**config.mk**
```make
export PLATFORM = sky130hd
export DESIGN_NAME = gzip_stream_sequencer
export DESIGN_NICKNAME = d
export VERILOG_FILES = /design/src/rtl/gzip_stream_sequencer.sv
export SDC_FILE = /design/constraint.sdc
export NUM_CORES = 1
export LEC_CHECK = 0
export BUFFER_PORTS_ARGS = -buffer_cell sky130_fd_sc_hd__buf_2
export CAP_MARGIN = 0
export CORE_MARGIN = 2
export CORE_UTILIZATION = 35
export CTS_CLUSTER_DIAMETER = 200
export DETAILED_ROUTE_END_ITERATION = 6
export PLACE_DENSITY = 0.73
export SETUP_SLACK_MARGIN = 0.5
export SLEW_MARGIN = 20
export SYNTH_ARGS = -nofsm -noshare
export SYNTH_HDL_FRONTEND = slang
export SYNTH_SLANG_ARGS = --single-unit
```
**constraint.sdc**
```tcl
create_clock -name clock -period 4 [get_ports clock]
set_input_delay 0.4 -clock clock [delete_from_list [all_inputs] [get_ports clock]]
set_output_delay 0.4 -clock clock [all_outputs]
set_load 0.02 [all_outputs]
```
**src/rtl/gzip_stream_sequencer.sv**
```systemverilog
// gzip_stream_sequencer
// Drives the word_merge64 in_* port with one complete GZIP member: the fixed
// 10-byte header, a fixed-Huffman deflate block header, the encoder's Huffman
// codes, end-of-block, zero padding to a byte boundary and the CRC32/ISIZE
// trailer. At most one write leaves per cycle, so no backpressure is needed.
// Optional feature: define GZSEQ_STATS_EN to add the stat_bits output.
module gzip_stream_sequencer #(
  parameter logic [7:0] HDR_OS  = 8'hFF,
  parameter logic [7:0] HDR_XFL = 8'h00
) (
  input  logic        clock,
  input  logic        reset,
  input  logic        start,
  input  logic        hc_valid,
  output logic        hc_ready,
  input  logic [5:0]  hc_size,
  input  logic [31:0] hc_data,
  input  logic        hc_last,
  input  logic        crc_valid,
  input  logic [31:0] crc_in,
  input  logic [31:0] isize_in,
  output logic        wm_valid,
  output logic        wm_last,
  output logic [5:0]  wm_size,
  output logic [31:0] wm_data,
  output logic        busy,
  output logic        done,
  output logic        err
`ifdef GZSEQ_STATS_EN
  ,
  output logic [31:0] stat_bits
`endif
);

  typedef enum logic [3:0] {
    ST_IDLE   = 4'd0,
    ST_HDR0   = 4'd1,
    ST_HDR1   = 4'd2,
    ST_HDR2   = 4'd3,
    ST_BLKHDR = 4'd4,
    ST_DATA   = 4'd5,
    ST_EOB    = 4'd6,
    ST_ALIGN  = 4'd7,
    ST_CRC    = 4'd8,
    ST_ISIZE  = 4'd9
  } state_e;

  state_e      state_q, state_d;
  logic [2:0]  bitcnt_q, bitcnt_d;
  logic        err_q, err_d;
  logic        busy_q, busy_d;
  logic        done_q, done_d;
  logic        wm_valid_q, wm_valid_d;
  logic        wm_last_q, wm_last_d;
  logic [5:0]  wm_size_q, wm_size_d;
  logic [31:0] wm_data_q, wm_data_d;
  logic [31:0] isize_q, isize_d;
  logic [2:0]  pad;

  // Codes are only taken while streaming the deflate body.
  assign hc_ready = (state_q == ST_DATA);

  // Zero bits needed to reach the next byte boundary: (8 - bitcnt) mod 8.
  assign pad = 3'd0 - bitcnt_q;

  // Next-state and next-write decode; at most one write is produced per state.
  always_comb begin
    state_d    = state_q;
    err_d      = err_q;
    isize_d    = isize_q;
    done_d     = 1'b0;
    wm_valid_d = 1'b0;
    wm_last_d  = 1'b0;
    wm_size_d  = 6'd0;
    wm_data_d  = 32'd0;
    case (state_q)
      ST_IDLE: begin
        if (start) begin
          state_d = ST_HDR0;
          err_d   = 1'b0;
        end else begin
          state_d = ST_IDLE;
        end
      end
      ST_HDR0: begin
        // ID1=1F, ID2=8B, CM=08 (deflate), FLG=00
        wm_valid_d = 1'b1;
        wm_size_d  = 6'd32;
        wm_data_d  = 32'h00088B1F;
        state_d    = ST_HDR1;
      end
      ST_HDR1: begin
        // MTIME = 0
        wm_valid_d = 1'b1;
        wm_size_d  = 6'd32;
        wm_data_d  = 32'h00000000;
        state_d    = ST_HDR2;
      end
      ST_HDR2: begin
        wm_valid_d = 1'b1;
        wm_size_d  = 6'd16;
        wm_data_d  = {16'h0000, HDR_OS, HDR_XFL};
        state_d    = ST_BLKHDR;
      end
      ST_BLKHDR: begin
        // BFINAL=1 then BTYPE=01, LSB first
        wm_valid_d = 1'b1;
        wm_size_d  = 6'd3;
        wm_data_d  = 32'd3;
        state_d    = ST_DATA;
      end
      ST_DATA: begin
        if (hc_valid) begin
          if (hc_size > 6'd32) begin
            // oversize code is swallowed and flagged
            err_d = 1'b1;
          end else if (hc_size != 6'd0) begin
            wm_valid_d = 1'b1;
            wm_size_d  = hc_size;
            wm_data_d  = hc_data;
          end else begin
            wm_valid_d = 1'b0;
          end
          if (hc_last) begin
            state_d = ST_EOB;
          end else begin
            state_d = ST_DATA;
          end
        end else begin
          state_d = ST_DATA;
        end
      end
      ST_EOB: begin
        // fixed-Huffman literal 256 is seven zero bits
        wm_valid_d = 1'b1;
        wm_size_d  = 6'd7;
        wm_data_d  = 32'd0;
        state_d    = ST_ALIGN;
      end
      ST_ALIGN: begin
        if (pad != 3'd0) begin
          wm_valid_d = 1'b1;
          wm_size_d  = {3'b000, pad};
          wm_data_d  = 32'd0;
        end else begin
          wm_valid_d = 1'b0;
        end
        state_d = ST_CRC;
      end
      ST_CRC: begin
        if (crc_valid) begin
          wm_valid_d = 1'b1;
          wm_size_d  = 6'd32;
          wm_data_d  = crc_in;
          isize_d    = isize_in;
          state_d    = ST_ISIZE;
        end else begin
          state_d = ST_CRC;
        end
      end
      ST_ISIZE: begin
        wm_valid_d = 1'b1;
        wm_last_d  = 1'b1;
        wm_size_d  = 6'd32;
        wm_data_d  = isize_q;
        done_d     = 1'b1;
        state_d    = ST_IDLE;
      end
      default: begin
        state_d = ST_IDLE;
      end
    endcase
  end

  // Bit position within the current byte, advanced by every write.
  always_comb begin
    if (state_q == ST_IDLE) begin
      bitcnt_d = 3'd0;
    end else if (wm_valid_d) begin
      bitcnt_d = bitcnt_q + wm_size_d[2:0];
    end else begin
      bitcnt_d = bitcnt_q;
    end
  end

  // Busy tracks the state being registered, so it is high outside IDLE.
  always_comb begin
    busy_d = (state_d != ST_IDLE);
  end

  // State, counters and the registered word-merge outputs.
  always_ff @(posedge clock or posedge reset) begin
    if (reset) begin
      state_q    <= ST_IDLE;
      bitcnt_q   <= 3'd0;
      err_q      <= 1'b0;
      busy_q     <= 1'b0;
      done_q     <= 1'b0;
      wm_valid_q <= 1'b0;
      wm_last_q  <= 1'b0;
      wm_size_q  <= 6'd0;
      wm_data_q  <= 32'd0;
      isize_q    <= 32'd0;
    end else begin
      state_q    <= state_d;
      bitcnt_q   <= bitcnt_d;
      err_q      <= err_d;
      busy_q     <= busy_d;
      done_q     <= done_d;
      wm_valid_q <= wm_valid_d;
      wm_last_q  <= wm_last_d;
      wm_size_q  <= wm_size_d;
      wm_data_q  <= wm_data_d;
      isize_q    <= isize_d;
    end
  end

  assign wm_valid = wm_valid_q;
  assign wm_last  = wm_last_q;
  assign wm_size  = wm_size_q;
  assign wm_data  = wm_data_q;
  assign busy     = busy_q;
  assign done     = done_q;
  assign err      = err_q;

`ifdef GZSEQ_STATS_EN
  logic [31:0] stat_bits_q, stat_bits_d;

  // Total bits written in this member, padding included; holds after done.
  always_comb begin
    if ((state_q == ST_IDLE) && start) begin
      stat_bits_d = 32'd0;
    end else if (wm_valid_d) begin
      stat_bits_d = stat_bits_q + {26'd0, wm_size_d};
    end else begin
      stat_bits_d = stat_bits_q;
    end
  end

  // Statistics register.
  always_ff @(posedge clock or posedge reset) begin
    if (reset) begin
      stat_bits_q <= 32'd0;
    end else begin
      stat_bits_q <= stat_bits_d;
    end
  end

  assign stat_bits = stat_bits_q;
`else
  // This build carries no statistics counter.
`endif

endmodule

```
==> results of run 1 <==
## per-stage QoR
stage               utilization  cells
floorplan                     -    304
global placement          0.451    571
detailed placement        0.451    571
CTS                       0.471    587
global route              0.471    587
finish                    0.471    587
## layout by cell type (no fill, tap or decap), types with 3 or more instances in the layout
master    synthesis  routed
a21oi_1          15      15
a221o_1          10      10
a222oi_1         18      18
a22oi_1           4       4
buf_2             6     151
clkbuf_8          0       9
clkinv_2          0       3
dfrtp_1          81      81
ha_1              3       3
inv_1            31      30
mux2_2           26      26
nand2_1          22      22
nand2b_1         12      12
nand3_1           4       4
nor2_1           12      11
o21ai_0          14      14
## power groups by stage
stage / clock (uW) / sequential (uW) / combinational [uW]
3_3_place_gp: 0 / 1260 / 1040
4_1_cts: 594 / 1260 / 1080
6_report: 575 / 1260 / 1070
3_5_place_dp: 0 / 1280 / 1070
5_1_grt: 635 / 1300 / 1190
2_1_floorplan: 0 / 1330 / 667
## logic make-up (layout without fill, tap and decap cells)
kind of cell | count (synthesis) | count (layout)
AND/OR/NAND/NOR | 68 | 68
multiplexers | 27 | 27
XOR/XNOR | 1 | 1
adder cells (fa/ha/maj) | 4 | 4
AO/OA/AOI/OAI | 72 | 72
flip-flops | 81 | 81
buffers and inverters | 51 | 201
## worst reg2reg max path: cells and delay by family (launching register included)
family,cells,cell delay [ps]
adders and majority gates,2,510
DFF,1,670
buffers and inverters,1,60
AOI/OAI and AO/OA,2,350
and+or+nand+nor,5,1470
## Yosys cell counts (2+ instances only)
cell type	number
dfrtp_1	81
inv_1	31
mux2_2	26
nand2_1	22
a222oi_1	18
a21oi_1	15
o21ai_0	14
clkbuf_1	12
nand2b_1	12
nor2_1	12
a221o_1	10
buf_2	6
a22oi_1	4
nand3_1	4
ha_1	3
and3_1	2
and4b_1	2
nor2b_1	2
nor3_2	2
nor4_1	2
o22a_1	2
o31ai_1	2
or3_1	2
## worst min-delay path by stage
stage,end,cells after the start
global route,wm_data[12],3
CTS,wm_data[23],2
finish,wm_data[18],2
floorplan,wm_data[16],2
global placement,wm_data[7],2
detailed placement,wm_data[31],2
## sequential cells by signal (all words and copies together) (netlist names)
register / flops
isize_q: 32
wm_data: 32
wm_size: 6
state_q: 4
bitcnt_q: 3
busy: 1
err: 1
wm_last: 1
wm_valid: 1
## routing by layer
metal / share of wire / track usage / vias up
li1: - / - / 1375
met4: 0.028 / 0.0878 / 0
met3: 0.048 / 0.0257 / 20
met2: 0.50 / 0.278 / 103
met5: 0 / 0 / -
met1: 0.42 / 0.213 / 1421
## layout make-up
cell class                      instances  area (sq um)  share of cell area
Clock buffer                           11           131              0.0285
Clock inverter                          5          56.3              0.0122
Inverter                               31           118              0.0255
Multi-Input combinational cell        172          1320               0.286
Sequential cell                        81          2030               0.440
Tap cell                              133           166              0.0361
Timing Repair Buffer                  154           791               0.172
==> key figures, run 1 <==
Worst setup path
  • Reg2Reg Launch Point: state_q[3]
  • CP cell instances: and4bb_2 > nand2_1 > nor2_1 > a22o_1 > ha_1 > inv_1 > fa_1 > or3_1 > and3_1 > o22a_1
  • R2R Setup Slk: 840 ps
  • Buf+Inv Stages, Crit Path: 1
  • Type of the worst setup path: flop to flop
  • Critical path fanouts, max: 25
  • Crit-path leading delay family: simple AND/OR/NAND/NOR gates
  • Critical Path RT: 4230 ps
  • Cells on worst reg2reg path: 10
  • Worst Setup SP: state_q[3]
  • Largest stage delay on the critical path: 670 ps
  • End of the critical path: bitcnt_q[2]
  • Crit. End Element: flop
  • Reg-to-Reg End: bitcnt_q[2]
  • Signal arrival time at the worst endpoint: 3390 ps
  • Crit start category: flop
  • Crit-path slowest cell: dfrtp_1
  • Crit path depth: 10

STA
  • RSZ-0062 raised after global routing: no
  • Tcrit/Tclk final: 0.790
  • Final setup TNS: 0 ps
  • Final setup viols: 0
  • Final Slew Violations: 0
  • Fin worst setup slack: 839 ps
  • Hold Slack: 204 ps
  • Peak Freq: 316 MHz
  • Final min period: 3160 ps
  • Worst rel slew slack: 0.312
  • Final Skew: 8.85 ps
  • Actual slew at the worst max-slew pin: 1030 ps
  • Fin. Hold Viols: 0

Cells and area
  • Final net count: 561
  • Ant. Diodes: 0
  • Fill count: 917
  • Synthesis-to-finish area growth: 30.5%
  • Fraction of layout instances using a drive strength above 1: 0.454
  • Final Cell Area: 4610 sq um

Clocking
  • Num CTS Buffers: 9
  • H-tree Lvls: 3
  • CTS hold repair buffers: 0
  • Clk pin slew, worst setup/hold paths: 80 ps
  • Clock latency on the worst-skew pair: 350 ps
  • Clock sinks: 81
  • CTS tree: done
  • Post-CTS Setup Bufs: 0
  • Clock Path Buffers: 2
  • Root buf cell: clkbuf_8
  • PostCTS Resize Cnt: 0

Flow run
  • Maxcap violations: 0

Detailed routing
  • Vias: 2919
  • TritonRoute pass-1 iters: 7
  • WL/cell: 15.4 um
  • Total wire length: 9040 um
  • Post-DRT Antenna Nets: 0
  • DRC: 0
  • Vias per cell: 4.97
  • First DRT Iteration DRCs: 206

Floorplan
  • Die Width: 104 um
  • Initial Util: 0.361
  • Core footprint: 9770 sq um
  • Ports: 152
  • Die Y: 104 um
  • Die ar.: 10900 sq um
  • Site row count: 36

Synthesis
  • Combinational family with the most area after synthesis: compound AO/OA/AOI/OAI gates
  • Post-synth EDFFs: 0
  • Synth Area in Adders: 0.0163
  • #FFs+latches synth: 81
  • Largest area contributor in the netlist: dfrtp_1
  • Simple-Gate Fraction of Synth Area: 0.103
  • Synthesized Nets: 416
  • Post-synthesis sequential area ratio: 0.574
  • Synth area leaders: dfrtp_1 (57%), mux2_2 (8.3%), a222oi_1 (5.1%)
  • Synth warnings: 0
  • Synth Area in Compound Gates: 0.161
  • Mux cell area share after synthesis: 0.0858
  • Top_reg_cell synth: dfrtp_1
  • Async set-reset flop share out of synthesis: 1.00
  • Synth Area per Inst: 11.6 sq um
  • Mapped Area: 3530 sq um
  • Yosys cell types: 41
  • Mapped Cells: 304
  • Top cell type's share of synthesized area: 0.574
  • Post-Synth XOR/XNOR Area: 0.00248

Place
  • Area after DPL: 4410 sq um
  • Post-Place Worst Slack: 901 ps
  • RePlAce Congestion: 0.810
  • Dpl hpwl: 6590 um
  • IO Port Bufs: 151

Power
  • VDD IR-drop max: 0.220 mV
  • Cell Pwr Density: 632 nW/um^2
  • Psw: 1060 uW
  • Int Power: 1850 uW
  • Leakage power: 0.00251 uW
  • Sw Ratio: 0.364
  • Sequential share of power: 0.434
  • Clock power frac: 0.198
  • Gate power share: 0.368
  • Design Power: 2910 uW

GRT
  • Initial antenna violation count: 0
  • Global route overflow: 0
  • Vias in the first global route: 2996
  • GRT Total Usage: 0.168
  • First-pass GRT wire length: 14700 um
  • Pin count of the biggest net entering global routing: 54

Outcome
  • Status: completed

Min path
  • HP Class: primary input to asynchronous set/reset pin
Note: power is estimated with default switching activity, not from simulation.
==> run 2, diff against run 1 <==
clock period = 3.2 ns   (was 4 ns; I/O delays follow)
==> key figures, run 2 (synthesis results as in run 1) <==
GRT
  • First-pass GRT wire length: 15100 um (+2.8%)
  • Pin count of the biggest net entering global routing: 82 (+52%)
  • Initial antenna violation count: 0 (unchanged)
  • Vias in the first global route: 3033 (+1.2%)
  • GRT Total Usage: 0.174 (+0.00618)
  • Global route overflow: 0 (unchanged)

Clocking
  • Clock Path Buffers: 2 (unchanged)
  • Root buf cell: clkbuf_8
  • Num CTS Buffers: 9 (unchanged)
  • CTS tree: done
  • Clk pin slew, worst setup/hold paths: 80 ps (about the same)
  • H-tree Lvls: 3 (unchanged)
  • Clock sinks: 81 (unchanged)
  • Clock latency on the worst-skew pair: 350 ps (about the same)

Detailed routing
  • First DRT Iteration DRCs: 232 (+13%)
  • Post-DRT Antenna Nets: 0 (unchanged)
  • TritonRoute pass-1 iters: 6 (-1)
  • Vias: 2988 (+2.4%)
  • WL/cell: 15.3 um (-0.73%)
  • DRC: 0 (unchanged)
  • Total wire length: 9120 um (+0.96%)
  • Vias per cell: 5.01 (+0.65%)

Floorplan
  • Ports: 152 (unchanged)
  • Die Width: 104 um (unchanged)
  • Site row count: 36 (unchanged)
  • Die Y: 104 um (unchanged)
  • Die ar.: 10900 sq um (unchanged)
  • Initial Util: 0.361 (unchanged)
  • Core footprint: 9770 sq um (unchanged)

Worst setup path
  • Signal arrival time at the worst endpoint: 2770 ps (-620 ps)
  • Critical Path RT: 3450 ps (-780 ps)
  • Crit-path slowest cell: dfrtp_2
  • Crit-path leading delay family: simple AND/OR/NAND/NOR gates
  • Crit start category: flop
  • Crit. End Element: flop
  • Largest stage delay on the critical path: 500 ps (-170 ps)
  • CP cell instances: and4bb_2 > nand2_1 > nor2_2 > a22o_1 > ha_1 > inv_1 > fa_2 > or3_1 > and3_1 > o22a_1
  • Critical path fanouts, max: 14 (-44%)
  • Reg2Reg Launch Point: state_q[2]
  • Type of the worst setup path: flop to flop
  • Worst Setup SP: state_q[2]
  • Buf+Inv Stages, Crit Path: 1 (unchanged)

Cells and area
  • Commonest non-fill, non-tap cell in the layout: buf_2
  • Commonest non-fill, non-tap cells in the layout: buf_2 (151), dfrtp_1 (79), inv_1 (30)
  • Synthesis-to-finish area growth: 34.5%
  • Fraction of layout instances using a drive strength above 1: 0.476 (+0.0225)
  • Post-route core utilization: 0.486 (+0.0145)
  • Ant. Diodes: 0 (unchanged)
  • Final net count: 571 (+1.8%)

STA
  • Actual slew at the worst max-slew pin: 422 ps (-609 ps)
  • Fin. Hold Viols: 0 (unchanged)
  • Final Slew Violations: 0 (unchanged)
  • Final Skew: 7.82 ps (-1.03 ps)
  • Tcrit/Tclk final: 0.789 (-0.00165)
  • Worst rel slew slack: 0.719 (+0.407)
  • RSZ-0062 raised after global routing: no
  • Final min period: 2520 ps (-638 ps)
  • Final setup TNS: 0 ps (unchanged)
  • Peak Freq: 396 MHz (+25%)
  • Final setup viols: 0 (unchanged)

Power
  • Cell Pwr Density: 814 nW/um^2 (+29%)
  • Leakage power: 0.00259 uW (+3.1%)
  • Design Power: 3860 uW (+33%)
  • VDD IR-drop max: 0.291 mV (+33%)

Place
  • RePlAce Congestion: 0.794 (-1.9%)
  • IO Port Bufs: 151 (unchanged)
  • Dpl hpwl: 6590 um (about the same)

Flow run
  • Maxcap violations: 0 (unchanged)

Min path
  • HP Class: primary input to asynchronous set/reset pin

Outcome
  • Status: completed
==> run 2: cell type report <==
class | instances | area, sq um
fillers | 923 | 5030
flip-flops and latches | 81 | 2030
multi-input cells | 172 | 1320
repair buffers | 164 | 878
well taps | 133 | 166
clock buffers | 9 | 124
inverters | 31 | 118
clock inverters | 7 | 116
==> run 2: what timing repair did <==
| action | CTS | global route |
|---|---|---|
| resized for setup | 0 | 4 |
| endpoints found under the setup margin | 0 | 1 |
| hold buffers | 0 | 0 |
| setup buffers | 0 | 3 |
==> run 2: worst paths after layout <==
kind                                to  slack, ps  cells after the start
min                         isize_q[4]         50                      3
min in group clock          isize_q[2]        170                      3
max reg2reg                bitcnt_q[2]        680                     10
max                        bitcnt_q[2]        680                     10
max in group asynchronous   state_q[0]       2830                      3
min reg2reg                 wm_data[7]        490                      2
==> run 2: worst register-to-register path, stage by stage, from the launching register on <==
cell,delay (ps)
dfrtp_2,500
and4bb_2,300
nand2_1,90
nor2_2,120
a22o_1,150
ha_1,140
inv_1,50
fa_2,330
or3_1,390
and3_1,190
o22a_1,160
==> run 2: report_power, final <==
group / total (uW) / switching (uW) / internal, uW
Clock: 898 / 380 / 518
Combinational: 1450 / 802 / 646
Sequential: 1520 / 158 / 1360
==> run 2: through the flow <==
| stage | std cells | instance area [sq um] | setup slack (ps) | hold WS, ps |
|---|---|---|---|---|
| 2_1_floorplan | 304 | 3530 | 512 | 437 |
| 3_3_place_gp | 578 | 4480 | 332 | 439 |
| 3_5_place_dp | 578 | 4480 | 314 | 450 |
| 4_1_cts | 594 | 4720 | 515 | 54.4 |
| 5_1_grt | 597 | 4750 | 525 | 67.7 |
| 6_report | 597 | 4750 | 676 | 47.9 |
==> run 2: per-layer routing <==
metal  vias to the layer above  global-route usage  wire length [um]  share of wire
li1                       1401                   -                 -              -
met1                      1446               0.217              3770           0.41
met2                       122               0.292              4610           0.50
met3                        19              0.0282               496          0.054
met4                         0              0.0907               251          0.028
met5                         -                   0                 0              0
==> run 3, diff against run 2 <==
PLACE_DENSITY = 0.75   (was 0.73)
clock period = 2.2 ns   (was 3.2 ns; I/O delays follow)
==> key figures, run 3 (synthesis results as in run 1) <==
Outcome
  • Status: finished, violations left
  • Failing checks: setup timing

Floorplan
  • Ports: 152 (unchanged)
  • Die Y: 104 um (unchanged)
  • Die ar.: 10900 sq um (unchanged)
  • Core footprint: 9770 sq um (unchanged)
  • Site row count: 36 (unchanged)
  • Initial Util: 0.361 (unchanged)
  • Die Width: 104 um (unchanged)

Detailed routing
  • Vias per cell: 5.04 (+0.80%)
  • DRC: 0 (unchanged)
  • Total wire length: 11400 um (+25%)
  • Top layer used by detailed routing: met4
  • TritonRoute pass-1 iters: 7 (+1)
  • WL/cell: 17.6 um (+15%)
  • Met2 wire len: 6010 um (+30%)
  • Post-DRT Antenna Nets: 0 (unchanged)
  • First DRT Iteration DRCs: 232 (unchanged)
  • Routed length on met3: 583 um (+18%)
  • Vias: 3259 (+9.1%)
  • Met1 wire length: 4550 um (+21%)

STA
  • Final min period: 2440 ps (-88.1 ps)
  • Worst rel slew slack: 0.604 (-0.114)
  • Final setup viols: 2 (+2)
  • Peak Freq: 411 MHz (+3.6%)
  • Final Slew Violations: 0 (unchanged)
  • Final Skew: 11.2 ps (+3.37 ps)
  • Actual slew at the worst max-slew pin: 592 ps (+170 ps)
  • RSZ-0062 raised after global routing: yes
  • Fin worst setup slack: -236 ps (-912 ps)
  • Fin. Hold Viols: 0 (unchanged)
  • Tcrit/Tclk final: 1.11 (+0.318)
  • Final setup TNS: -293 ps (-293 ps)

GRT
  • Pin count of the biggest net entering global routing: 33 (-60%)
  • Vias in the first global route: 3496 (+15%)
  • GRT Total Usage: 0.209 (+0.0341)
  • Initial antenna violation count: 0 (unchanged)
  • Global route overflow: 0 (unchanged)
  • First-pass GRT wire length: 17800 um (+18%)

Clocking
  • Clock sinks: 81 (unchanged)
  • Clock Path Buffers: 2 (unchanged)
  • Clock latency on the worst-skew pair: 360 ps (about the same)
  • Num CTS Buffers: 9 (unchanged)
  • Clk pin slew, worst setup/hold paths: 80 ps (about the same)
  • CTS tree: done
  • H-tree Lvls: 3 (unchanged)
  • Root buf cell: clkbuf_8

Place
  • IO Port Bufs: 151 (unchanged)
  • Dpl hpwl: 6880 um (+4.3%)
  • RePlAce Congestion: 0.789 (-0.72%)
  • Post-Place Worst Slack: -513 ps (-827 ps)

Worst setup path
  • Type of the worst setup path: flop to flop
  • Critical path fanouts, max: 2 (-12)
  • Reg2Reg Launch Point: bitcnt_q[0]
  • Cells on worst reg2reg path: 11 (+1)
  • Crit start category: flop
  • Reg-to-Reg End: bitcnt_q[2]
  • Critical Path RT: 2450 ps (-1000 ps)
  • R2R Setup Slk: -240 ps (-910 ps)
  • Signal arrival time at the worst endpoint: 2690 ps (-80 ps)
  • Crit. End Element: flop

Cells and area
  • Commonest non-fill, non-tap cell in the layout: buf_2
  • Final net count: 620 (+8.6%)
  • Synthesis-to-finish area growth: 59.1%
  • Ant. Diodes: 0 (unchanged)
  • Fraction of layout instances using a drive strength above 1: 0.556 (+0.0793)
  • Commonest non-fill, non-tap cells in the layout: buf_2 (151), dfrtp_1 (81), inv_1 (28)

Min path
  • Hold Path Cell Cnt: 3
  • Hold Crit Start: hc_data[14]
  • HP Class: primary input to flop
  • Hold EP: wm_data[14]

Flow run
  • Maxcap violations: 0 (unchanged)

Power
  • Leakage power: 0.00296 uW (+14%)
  • Cell Pwr Density: 1160 nW/um^2 (+43%)
  • VDD IR-drop max: 0.576 mV (+98%)
## run 3: cell count changes in the layout (fill, tap and decap cells not counted), sizes merged
cell / previous run / this run
buf: 164 / 209
clkbuf: 9 / 14
bufinv: 3 / 1
clkinvlp: 1 / 2
dlygate4sd3: 0 / 1
inv: 31 / 30
## run 3: per-stage QoR
| step | cells | hold WS (ps) | total power [uW] | area (sq um) | utilization |
|---|---|---|---|---|---|
| global placement | 591 | 323 | 4410 | 4620 | 0.473 |
| CTS | 636 | 66.4 | 6190 | 5350 | 0.547 |
| finish | 646 | 82.8 | 6540 | 5610 | 0.574 |
| global route | 646 | 62.6 | 6960 | 5610 | 0.574 |
| detailed placement | 591 | 321 | 4490 | 4620 | 0.473 |
| floorplan | 304 | 337 | 3640 | 3550 | - |
## run 3: final cells by class
type	count	area [sq um]
inverter	31	120
fill	848	4160
clock inverter	5	56.3
clock buffer	11	131
multi-input combinational	172	1550
sequential	81	2030
timing repair buffer	213	1570
tap	133	166
## run 3: routing by layer
metal,track usage,up-vias
met1,0.248,1618
met2,0.373,122
met3,0.0395,19
met5,0,-
met4,0.0763,0
li1,-,1500
## run 3: worst max path at each step
stage | depth (start not counted) | endpoint | slack, ps | startpoint
final | 11 | bitcnt_q[2] | -240 | bitcnt_q[0]
after global routing | 10 | bitcnt_q[2] | -330 | state_q[3]
after CTS | 10 | bitcnt_q[2] | -220 | state_q[1]
after detailed placement | 11 | bitcnt_q[2] | -510 | hc_size[4]
after global placement | 11 | bitcnt_q[2] | -450 | hc_size[4]
after floorplan | 10 | bitcnt_q[2] | -340 | hc_size[4]
## run 3: repair_timing
| action | in CTS | in global routing |
|---|---|---|
| hold endpoints to repair | 23 | 0 |
| endpoints found under the setup margin | 51 | 70 |
| hold buffers | 1 | 0 |
| gates cloned | 5 | 4 |
| gates resized for setup | 60 | 35 |
| buffers inserted | 23 | 6 |
| pin swaps | 37 | 13 |
## run 3: critical path, stage by stage, from the launching register on
cell and delay, ps:
dfrtp_1 400, inv_2 90, ha_4 170, ha_4 150, o21ai_1 110, a22o_1 170, ha_2 180, inv_2 40
fa_2 330, or3_4 380, and3_4 170, o22a_1 140
## run 3: where the power goes
part | total, uW | switching (uW) | internal, uW
Clock | 1080 | 558 | 524
Sequential | 2180 | 208 | 1980
Combinational | 3270 | 1580 | 1700
Total | 6540 | 2340 | 4200
